`src/rtl/cmd_fifo_writer_if.sv`:
```
// cmd_fifo_writer_if: request handshake and FIFO write port bundle for cmd_fifo_writer.
interface cmd_fifo_writer_if #(
    parameter int WIDTH     = 16,
    parameter int ADDR_W    = 12,
    parameter int REQ_LEN_W = 8
);
    logic                 req_valid;
    logic                 req_ready;
    logic                 req_wr;
    logic [ADDR_W-1:0]    req_addr;
    logic [REQ_LEN_W-1:0] req_len;
    logic                 busy;
    logic                 done;
    logic                 WrEn;
    logic [WIDTH-1:0]     Data;
    logic                 Full;
    logic [15:0]          stall_cnt;
    modport master (
        output req_valid, req_wr, req_addr, req_len, Full,
        input  req_ready, busy, done, WrEn, Data, stall_cnt
    );
    modport slave (
        input  req_valid, req_wr, req_addr, req_len, Full,
        output req_ready, busy, done, WrEn, Data, stall_cnt
    );
endinterface

```
`src/rtl/cmd_fifo_writer.sv`:
```
// cmd_fifo_writer: splits transfer requests into aligned bursts and pushes one command word per burst.
// Optional Full-stall counter enabled by CMD_FIFO_WRITER_STALL_CNT_EN.
module cmd_fifo_writer #(
    parameter int WIDTH     = 16,
    parameter int ADDR_W    = 12,
    parameter int LEN_W     = 3,
    parameter int MAX_BURST = 8,
    parameter int REQ_LEN_W = 8
) (
    input logic WrClk,
    input logic Reset,
    cmd_fifo_writer_if.slave bus
);
    if (WIDTH != 1 + ADDR_W + LEN_W) begin : g_bad_width
        $error("cmd_fifo_writer: WIDTH must equal 1+ADDR_W+LEN_W");
    end
    if (MAX_BURST < 1 || (MAX_BURST & (MAX_BURST - 1)) != 0 || MAX_BURST > (1 << LEN_W)) begin : g_bad_burst
        $error("cmd_fifo_writer: MAX_BURST must be a power of two no larger than 2**LEN_W");
    end
    localparam int CW = (REQ_LEN_W > LEN_W ? REQ_LEN_W : LEN_W) + 1;
    typedef enum logic {IDLE, SEND} state_t;
    state_t               state, state_d;
    logic                 op;
    logic [ADDR_W-1:0]    cur_addr;
    logic [REQ_LEN_W-1:0] remaining;
    logic                 done_zero;
    logic [CW-1:0]        room, chunk;
    logic                 accept, push, last;
    // Beats left before the next MAX_BURST-aligned boundary bound each burst.
    assign room   = CW'(MAX_BURST) - CW'(cur_addr % MAX_BURST);
    assign chunk  = (CW'(remaining) < room) ? CW'(remaining) : room;
    assign last   = chunk == CW'(remaining);
    assign accept = (state == IDLE) && bus.req_valid;
    always_comb begin
        push          = (state == SEND) && !bus.Full;
        state_d       = (state == IDLE) ? ((accept && bus.req_len != '0) ? SEND : IDLE)
                                        : ((push && last) ? IDLE : SEND);
        bus.req_ready = state == IDLE;
        bus.busy      = state == SEND;
        bus.WrEn      = push;
        bus.done      = done_zero || (push && last);
        bus.Data      = (state == SEND) ? {op, cur_addr, LEN_W'(chunk - 1'b1)} : '0;
    end
    always_ff @(posedge WrClk or posedge Reset) begin
        if (Reset) begin
            state     <= IDLE;
            op        <= 1'b0;
            cur_addr  <= '0;
            remaining <= '0;
            done_zero <= 1'b0;
        end else begin
            state     <= state_d;
            done_zero <= accept && bus.req_len == '0;
            if (accept) begin
                op        <= bus.req_wr;
                cur_addr  <= bus.req_addr;
                remaining <= bus.req_len;
            end else if (push) begin
                cur_addr  <= cur_addr + ADDR_W'(chunk);
                remaining <= remaining - REQ_LEN_W'(chunk);
            end
        end
    end
`ifdef CMD_FIFO_WRITER_STALL_CNT_EN
    logic [15:0] stall_q;
    always_ff @(posedge WrClk or posedge Reset) begin
        if (Reset) stall_q <= '0;
        else if (state == SEND && bus.Full && stall_q != 16'hFFFF) stall_q <= stall_q + 1'b1;
    end
    assign bus.stall_cnt = stall_q;
`else
    assign bus.stall_cnt = '0;
`endif
endmodule

```
`src/flat_wrapper.sv`:
```
// flat-port wrapper written by rule: the top's interface ports become plain ports
module cmd_fifo_writer_flat 
#(
    parameter int WIDTH     = 16,
    parameter int ADDR_W    = 12,
    parameter int LEN_W     = 3,
    parameter int MAX_BURST = 8,
    parameter int REQ_LEN_W = 8
)
  (WrClk, Reset, bus_req_valid, bus_req_wr, bus_req_addr, bus_req_len, bus_Full, bus_req_ready, bus_busy, bus_done, bus_WrEn, bus_Data, bus_stall_cnt);
  cmd_fifo_writer_if #(.WIDTH(WIDTH), .ADDR_W(ADDR_W), .REQ_LEN_W(REQ_LEN_W)) bus_i ();
  input logic WrClk;
  input logic Reset;
  input wire logic [$bits(bus_i.req_valid)-1:0] bus_req_valid;
  input wire logic [$bits(bus_i.req_wr)-1:0] bus_req_wr;
  input wire logic [$bits(bus_i.req_addr)-1:0] bus_req_addr;
  input wire logic [$bits(bus_i.req_len)-1:0] bus_req_len;
  input wire logic [$bits(bus_i.Full)-1:0] bus_Full;
  output wire logic [$bits(bus_i.req_ready)-1:0] bus_req_ready;
  output wire logic [$bits(bus_i.busy)-1:0] bus_busy;
  output wire logic [$bits(bus_i.done)-1:0] bus_done;
  output wire logic [$bits(bus_i.WrEn)-1:0] bus_WrEn;
  output wire logic [$bits(bus_i.Data)-1:0] bus_Data;
  output wire logic [$bits(bus_i.stall_cnt)-1:0] bus_stall_cnt;
  assign bus_i.req_valid = bus_req_valid;
  assign bus_i.req_wr = bus_req_wr;
  assign bus_i.req_addr = bus_req_addr;
  assign bus_i.req_len = bus_req_len;
  assign bus_i.Full = bus_Full;
  assign bus_req_ready = bus_i.req_ready;
  assign bus_busy = bus_i.busy;
  assign bus_done = bus_i.done;
  assign bus_WrEn = bus_i.WrEn;
  assign bus_Data = bus_i.Data;
  assign bus_stall_cnt = bus_i.stall_cnt;
  cmd_fifo_writer #(.WIDTH(WIDTH), .ADDR_W(ADDR_W), .LEN_W(LEN_W), .MAX_BURST(MAX_BURST), .REQ_LEN_W(REQ_LEN_W)) u_core (.WrClk(WrClk), .Reset(Reset), .bus(bus_i));
endmodule
```
`config.mk`:
```
export PLATFORM = sky130hd
export DESIGN_NAME = cmd_fifo_writer_flat
export DESIGN_NICKNAME = d
export VERILOG_FILES = /design/src/rtl/cmd_fifo_writer_if.sv /design/src/rtl/cmd_fifo_writer.sv /design/src/flat_wrapper.sv
export SDC_FILE = /design/constraint.sdc
export NUM_CORES = 1
export LEC_CHECK = 0
export CORE_UTILIZATION = 35
export CTS_CLUSTER_SIZE = 12
export DETAILED_ROUTE_END_ITERATION = 12
export PLACE_DENSITY = 0.64
export SYNTH_ARGS = -nofsm -noshare
export SYNTH_HDL_FRONTEND = slang
export SYNTH_SLANG_ARGS = --single-unit
export TNS_END_PERCENT = 10
```
`constraint.sdc`:
```
create_clock -name WrClk -period 4.2 [get_ports WrClk]
set_clock_uncertainty 0.15 [all_clocks]
set_input_delay 0.42 -clock WrClk [delete_from_list [all_inputs] [get_ports WrClk]]
set_output_delay 0.42 -clock WrClk [all_outputs]
set_load 0.02 [all_outputs]
```
# Word level (Yosys, flattened, before mapping)
# Index checks and enable logic that the tools add are counted.
word_totals:
  output_inout_bits: 36
  regBits: 23
  word_cells: 31
op_classes:
  reduce_logical: 10
  addsub: 4
  bitwise_logic: 1
  n_eq_ne: 1
  n_mux: 9
  order_cmp: 1
ops:
  columns: ["operator", "n"]
  rows:
  - ["12-bit two-way mux", 2]
  - ["16-bit two-way mux", 1]
  - ["8-bit two-way mux", 2]
  - ["12-bit by 9-bit adder with 12-bit output", 1]
  - ["9-bit by 8-bit equality test with 1-bit output", 1]
  - ["8-bit by 9-bit less-than comparator with 1-bit output", 1]
  - ["9-bit two-way mux", 1]
  - ["8-bit zero test", 1]
  - ["8-bit nonzero test", 1]
  - ["8-bit subtractor", 1]
  - ["1-bit logical AND", 5]
  - ["4-bit by 3-bit subtractor with 5-bit output (first input constant)", 1]
  - ["1-bit two-way mux", 3]
  - ["3-bit by 1-bit subtractor with 3-bit output (second input constant)", 1]
  - ["2-bit nonzero test", 1]
  - ["1-bit zero test", 1]
  - ["1-bit logical OR", 1]
  - ["1-bit inverter", 1]

# Logic depth before layout (Yosys ltp)
# Gate-level depths: netlist of run 1.
logic_depth:
  word_depth: 7
  depth_mapped: 16
  mapped_depth_nobuf: 16

# Worst setup path before layout of run 1
# Ideal clock, no wire load.
synth_timing:
  path_kind: "reg-to-reg"
  start: "reg u_core.cur_addr[1]"
  end: "reg u_core.cur_addr[8]"
  t_arrival_ns: 3.696
  period_less_slack_ns: 3.972
  stages_incl_launch_ff: 17
  setup_ns: 0.126
  required_time_ns: 3.924
  path_slack_ns: 0.228
  path_cell_list: "dfrtp_1 inv_1 ha_1 xor2_1 ha_1 a21oi_1 o21ai_2 a2111oi_4 mux2i_1 inv_1 ha_1 fa_1 a21oi_1 o211ai_1 a31oi_1 nor3_1 a221o_1"
synth_via:
  elab_chain_len: 6
synth_rtl:
  columns: ["item", "line", "source"]
  rows:
  - ["start: declaration", "cmd_fifo_writer.sv:24", "logic [ADDR_W-1:0] cur_addr;"]
  - ["start signal: assignment", "cmd_fifo_writer.sv:56", "cur_addr <= bus.req_addr;"]
  - ["start signal: assignment", "cmd_fifo_writer.sv:59", "cur_addr <= cur_addr + ADDR_W'(chunk);"]
  - ["4-bit by 3-bit subtractor with 5-bit output", "cmd_fifo_writer.sv:30", "assign room = CW'(MAX_BURST) - CW'(cur_addr % MAX_BURST);"]
  - ["8-bit by 9-bit less-than comparator with 1-bit output", "cmd_fifo_writer.sv:31", "assign chunk = (CW'(remaining) < room) ? CW'(remaining) : room;"]
  - ["9-bit two-way mux", "cmd_fifo_writer.sv:31", null]
  - ["12-bit by 9-bit adder with 12-bit output *", "cmd_fifo_writer.sv:59", null]
  - ["12-bit two-way mux *", "cmd_fifo_writer.sv:58", "end else if (push) begin"]
  - ["12-bit two-way mux *", "cmd_fifo_writer.sv:54", "if (accept) begin"]
# Every way passes the cells marked *; elsewhere a longest branch is shown, timed or not. The select of a mux whose other input is x is not followed.
# A chain may end at the register's enable or synchronous reset.

# Final worst setup path of run 1
layout_timing:
  start: "reg u_core.cur_addr[1]"
  end: "out bus_done"
layout_via:
  elab_chain_len: 6
layout_rtl:
  columns: ["item", "line", "source"]
  rows:
  - ["4-bit by 3-bit subtractor with 5-bit output *", "cmd_fifo_writer.sv:30", null]
  - ["8-bit by 9-bit less-than comparator with 1-bit output", "cmd_fifo_writer.sv:31", null]
  - ["9-bit two-way mux *", "cmd_fifo_writer.sv:31", null]
  - ["9-bit by 8-bit equality test with 1-bit output *", "cmd_fifo_writer.sv:32", "assign last = chunk == CW'(remaining);"]
  - ["1-bit logical AND *", "cmd_fifo_writer.sv:41", "bus.done = done_zero || (push && last);"]
  - ["1-bit logical OR *", "cmd_fifo_writer.sv:41", null]
  - ["end: declaration", "flat_wrapper.sv:21", "output wire logic [$bits(bus_i.done)-1:0] bus_done;"]
# Every way passes the cells marked *; elsewhere a longest branch is shown, timed or not.

==> out/metrics.yaml, run 1 <==
status: "complete, no violations"
crit_required_ns: 3.63
crit_path_frequent_cell: "buf_4"
diodes: 0
grt_usage_pct: 17.4
hold_ws_ns: 0.327
crit_family: "adder cells"
worstPathCellList: "inv_1, ha_2, xor2_2, ha_1, a21oi_2, o21ai_2, a2111oi_4, buf_4, mux2_4, ha_4, nand3_1, or4b_4, nand2b_1, buf_4"
die_x_um: 79.1
fin_crit_sh_pct: 97.7
cts_num_sinks: 23
ys_ff_latch: 23
fin_tns_setup_ns: 0
hp-class: "reg2reg"
grt_pass1_wl_um: 8630
regArea_um2: 576
first_pass_iters: 4
syn_area_um2: 2080
wl_per_cell_um: 14.0
fp.dieH_um: 79.1
multi_input_area_um2: 1400
synth.most_common_cell: "dfrtp_1"
core_um2: 5610
io_buffer_count: 44
cts_buffer_depth: 2
vias: 1925
synth_top_area_share_pct: 27.7
cts_buffers: 3
cts_hold_buf: 0
synth_top_cells_by_count: "dfrtp_1 (23), nand2_1 (18), ha_1 (17), nor2_1 (17), buf_4 (16)"
crit_path_start: "u_core.cur_addr[1]"
dp.cells: 368
finalSetupViolCount: 0
grt_max_degree: 26
netlist_top_cells_area: "dfrtp_1 (28%), ha_1 (10%), buf_4 (5.8%)"
cp-start-kind: "register"
antenna_found_initial: 0
synth-seq-area-share_pct: 27.7
synth_edf_count: 0
fin_crit_ns: 4.10
cts_htree_levels: 1
ir_drop_mv: 0.515
cp_max_fo: 3
critical_path_class: "reg2out"
fin_util_pct: 49.0
rows: 27
cap_violations: 0
slew_headroom_pct: 38.2
synthDistinctLibCells: 49
ys.warnings.count: 0
cp.arrival_ns: 3.53
initial_core_util_pct: 37.1
hold_violations: 0
cp_num_buf_inv: 3
syn_area_per_cell_um2: 8.62
root_buffer: "clkbuf_8"
via_per_inst: 5.15
final_cells: 374
drtIter0Drc: 110
grt_pass1_vias: 1777
r2r_start: "u_core.cur_addr[1]"
async_flop_share_pct: 100
reg2regPathDepth: 18
r2r_end: "u_core.cur_addr[10]"
slew_viol_final: 0
drc: 0
rrSetupSlack_ns: 0.21
rsz0062_at_grt: "true"
power_density_nw_per_um2: 990
gr-total-overflow: 0
cpPeakStageDelay_ns: 0.49
setup.worst_path.end: "bus_done"
fmax_mhz: 244
p_leak_uw: 0.00124
ios: 61
crit_slowest_cell: "or4b_4"
die-area_um2: 6250
drtAntennaViolNets: 0
drive_gt1_share_pct: 12.9
area_growth_pct: 32.3
cts.reportedPaths.clkPinSlew_ns: 0.09
gp_congestion: 0.791
worst-path-stages: 14
ys.flop_type: "dfrtp_1"
synth_top_area_cell: "dfrtp_1"
fillerInstances: 552
cts_tree: "built"
dp_hpwl_um: 3980
nets: 347
totalWireLength_um: 5250
tightestPinTransition_ns: 0.925
insertion_delay_ns: 0.26
cp-end-kind: "output port"
syn_inst: 241
-- worst min path at each step --
stage / start / depth (start not counted) / endpoint
3_5_place_dp: u_core.op / 2 / u_core.op
3_3_place_gp: u_core.op / 2 / u_core.op
6_report: u_core.op / 2 / u_core.op
4_1_cts: u_core.op / 2 / u_core.op
5_1_grt: u_core.op / 2 / u_core.op
2_1_floorplan: Reset / 1 / u_core.bus.busy
-- routing by layer --
layer	routed length (um)	vias up	track usage (%)	share of wire (%)
met5	0	-	0	0
met4	52	0	3.27	0.99
met3	261	6	2.64	5.0
met2	2310	52	26.8	44
met1	2630	899	25.6	50
li1	-	968	-	-
-- layout by cell type (no fill, tap or decap), types with 3 or more instances in the layout --
master and instances:
nand2_1 18, clkbuf_8 3, nand2b_1 6, nor3_1 7, a22oi_1 5, a21oi_1 6, clkdlybuf4s50_1 41, nand3_1 6
and2_1 13, inv_1 15, a221o_1 9, dfrtp_1 23, nor2_1 17, buf_4 20, o21ai_0 10, a21o_1 3
or4_1 3, conb_1 20, ha_1 15, o211ai_1 3, nor2b_1 6, o311ai_0 4, a221oi_1 3, mux2i_1 4
-- where the power goes --
part	internal (uW)	leakage, uW	switching (uW)
logic	1050	0.000936	1070
registers	331	0.000280	132
clock network	67.7	0.0000228	73.9
-- sequential cells by signal, summed over array words and instances, names as in the netlist --
signal,count
u_core.bus.busy,1
u_core.cur_addr,12
u_core.done_zero,1
u_core.op,1
u_core.remaining,8
-- worst register-to-register path: cells and delay by family (launching register included) --
family | cells | cell delay, ns
simple gates | 1 | 0.07
fa+ha+maj | 4 | 1.04
flops | 1 | 0.39
mux | 2 | 0.45
buf+inv | 4 | 0.46
xor+xnor | 1 | 0.17
compound gates | 6 | 1.15
-- layout make-up --
class                   instances  area share, %
repair buffers                 63           21.2
clock buffers                   4           1.64
flip-flops and latches         23           20.9
inverters                      15           2.05
multi-input cells             197           50.9
well taps                      72           3.28
-- per-stage QoR --
stage                     setup WS [ns]  power, uW  cell area, um^2
after global placement           0.0409       2470             2650
after CTS                       0.00660       2650             2700
final                            0.0961       2720             2750
after global routing            -0.0322       2980             2750
after detailed placement        -0.0645       2510             2650
after floorplan                   0.228       1800             2150
-- cells by family after synthesis --
group,share of synthesized area (%)
AND/OR/NAND/NOR,22.0
AO/OA/AOI/OAI,23.1
buffers and inverters,10.1
flip-flops,27.7
adder cells (fa/ha/maj),12.2
XOR/XNOR,2.11
multiplexers,2.65
other,0.180
-- timing repair --
action,4_1_cts,5_1_grt
pin swaps,1,4
setup buffers,0,2
setup endpoints to repair,3,7
gates resized for setup,4,11
gates cloned,0,0
Note: power is estimated with default switching activity, not from simulation.
==> run 2: changes to the inputs <==
--- a/config.mk
+++ b/config.mk
@@ -6,6 +6,7 @@
 export NUM_CORES = 1
 export LEC_CHECK = 0
 export CORE_UTILIZATION = 35
+export CTS_BUF_LIST = sky130_fd_sc_hd__clkbuf_4
 export CTS_CLUSTER_SIZE = 12
 export DETAILED_ROUTE_END_ITERATION = 12
 export PLACE_DENSITY = 0.64
==> out/metrics.yaml, run 2 (same netlist as run 1, synthesis figures left out) <==
via_per_inst: 5.17  # was 5.15
fp.dieH_um: 79.1  # unchanged
die-area_um2: 6250  # unchanged
drtAntennaViolNets: 0  # unchanged
hp-class: "reg2reg"  # unchanged
slew_headroom_pct: 38.4  # was 38.2%
crit_required_ns: 3.63  # about the same
switching_share_pct: 47.2  # was 46.7%
ir_drop_mv: 0.519  # was 0.515 mV
fin_util_pct: 49.7  # was 49.0%
wl_per_cell_um: 14.1  # was 14.0 um
nets: 349  # was 347
fmax_mhz: 241  # was 244 MHz
dp.cells: 368  # unchanged
drtIter0Drc: 86  # was 110
root_buffer: "clkbuf_4"  # was clkbuf_8
gp_congestion: 0.791  # unchanged
rows: 27  # unchanged
layout_commonest_cell: "clkdlybuf4s50_1"  # unchanged
critical_path_class: "reg2out"  # unchanged
vias: 1945  # was 1925
largestRegisters: "u_core.cur_addr (12), u_core.remaining (8)"  # unchanged
cp-end-kind: "output port"  # unchanged
cts_hold_buf: 0  # unchanged
cts_num_sinks: 23  # unchanged
ios: 61  # unchanged
intPower_uw: 1460  # was 1450 uW
status: "complete, no violations"  # unchanged
clkPwrFrac_pct: 4.4  # was 5.2%
initial_core_util_pct: 37.1  # unchanged
diodes: 0  # unchanged
cts.reportedPaths.clkPinSlew_ns: 0.15  # was 0.09 ns
dp_hpwl_um: 3980  # unchanged
grt_max_degree: 26  # unchanged
io_buffer_count: 44  # unchanged
cp.arrival_ns: 3.59  # was 3.53 ns
p_leak_uw: 0.00123  # was 0.00124 uW
cap_violations: 0  # unchanged
cp_max_fo: 3  # unchanged
cts_htree_levels: 1  # unchanged
cp-start-kind: "register"  # unchanged
insertion_delay_ns: 0.33  # was 0.26 ns
tightestPinTransition_ns: 0.922  # was 0.925 ns
grt_usage_pct: 17.6  # was 17.4%
combPwrFrac_pct: 78.7  # was 77.8%
grt_pass1_wl_um: 8650  # was 8630 um
grt_pass1_vias: 1781  # was 1777
power_density_nw_per_um2: 991  # was 990 nW/um^2
p_seq_share_pct: 16.9  # was 17.0%
antenna_found_initial: 0  # unchanged
fin_crit_ns: 4.16  # was 4.10 ns
final_cells: 376  # was 374
cts_buffers: 3  # unchanged
drc: 0  # unchanged
p_sw_uw: 1300  # was 1270 uW
hold_violations: 0  # unchanged
largest_register_ffs: 12  # unchanged
die_x_um: 79.1  # unchanged
layout_common_cells: "clkdlybuf4s50_1 (41), dfrtp_1 (23), buf_4 (21)"  # was clkdlybuf4s50_1 (41), dfrtp_1 (23), conb_1 (20), buf_4 (20), nand2_1 (18)
totalWireLength_um: 5310  # was 5250 um
fillerInstances: 545  # was 552
first_pass_iters: 4  # unchanged
drive_gt1_share_pct: 15.5  # was 12.9%
area_growth_pct: 34.1  # was 32.3%
fin_crit_sh_pct: 98.9  # was 97.7%
gr-total-overflow: 0  # unchanged
slew_viol_final: 0  # unchanged
cts_tree: "built"  # unchanged
regMostFlops: "u_core.cur_addr"  # unchanged
cts_buffer_depth: 2  # unchanged
finalSetupViolCount: 0  # unchanged
rsz0062_at_grt: "true"  # unchanged
core_um2: 5610  # unchanged
## run 2: cell count changes in the layout (fill, tap and decap cells not counted), moves of 2 or more
cell	change
clkbuf_4	+4
clkbuf_8	-3
ha_1	-3
ha_4	+3
inv_1	-2
inv_2	+2
## run 2: through the flow
step / TNS [ns] / area (um^2) / setup slack, ns / power, uW / hold slack, ns
after floorplan: 0 / 2150 / 0.228 / 1800 / 0.272
after global placement: 0 / 2650 / 0.0409 / 2470 / 0.304
after detailed placement: -0.0645 / 2650 / -0.0645 / 2510 / 0.311
after CTS: -0.0841 / 2680 / -0.0841 / 2610 / 0.343
after global routing: -0.194 / 2790 / -0.0900 / 3020 / 0.390
final: 0 / 2790 / 0.0447 / 2760 / 0.344
## run 2: power groups by stage
stage / Combinational, uW / Sequential, uW / Clock [uW]
after floorplan: 1380 / 422 / 0
after global placement: 2010 / 460 / 0
after detailed placement: 2050 / 462 / 0
after CTS: 2030 / 458 / 123
after global routing: 2410 / 486 / 130
final: 2170 / 467 / 121
## run 2: final timing paths
path	to	slack [ns]	cells after the start	start
worst max-delay path	bus_done	0.04	14	u_core.cur_addr[1]
worst min-delay path	u_core.op	0.34	2	u_core.op
worst max register to register	u_core.cur_addr[10]	0.18	18	u_core.cur_addr[1]
worst min register to register	u_core.op	0.34	2	u_core.op
max in group asynchronous	u_core.remaining[3]	2.92	2	Reset
min in group asynchronous	u_core.cur_addr[11]	0.42	2	Reset
## run 2: final cells by class
cell class | count | area (um^2) | share of cell area (%)
Clock buffer | 4 | 30.0 | 1.08
Inverter | 15 | 56.3 | 2.02
Multi-Input combinational cell | 197 | 1440 | 51.6
Sequential cell | 23 | 576 | 20.7
Tap cell | 72 | 90.1 | 3.23
Timing Repair Buffer | 65 | 597 | 21.4
## run 2: repair_timing
action / 4_1_cts / 5_1_grt
setup buffers: 0 / 4
endpoints found under the setup margin: 3 / 7
pin swaps: 1 / 8
gates resized for setup: 5 / 17
## run 2: worst max-delay path, cell delays in order (launching register included)
cell and delay [ns]:
dfrtp_1 0.39, inv_2 0.06, ha_4 0.16, xor2_2 0.15, ha_1 0.33, a21oi_2 0.15
o21ai_2 0.08, a2111oi_4 0.42, buf_4 0.18, mux2_4 0.31, ha_4 0.27, nand3_1 0.06
or4b_4 0.49, nand2b_1 0.10, buf_6 0.12
## run 2: per-layer routing
| metal | wire, um | up-vias | track usage [%] | part of all wire, % |
|---|---|---|---|---|
| met3 | 270 | 5 | 2.30 | 5.1 |
| met1 | 2540 | 916 | 25.4 | 48 |
| met4 | 45 | 0 | 4.36 | 0.85 |
| met5 | 0 | - | 0 | 0 |
| li1 | - | 969 | - | - |
| met2 | 2450 | 55 | 27.7 | 46 |
==> run 3: changes to the inputs <==
--- a/config.mk
+++ b/config.mk
@@ -5,6 +5,7 @@
 export SDC_FILE = /design/constraint.sdc
 export NUM_CORES = 1
 export LEC_CHECK = 0
+export CAP_MARGIN = 20
 export CORE_UTILIZATION = 35
 export CTS_BUF_LIST = sky130_fd_sc_hd__clkbuf_4
 export CTS_CLUSTER_SIZE = 12
==> results of run 3 <==
Final layout, timing and power as in run 2 (identical DEF).
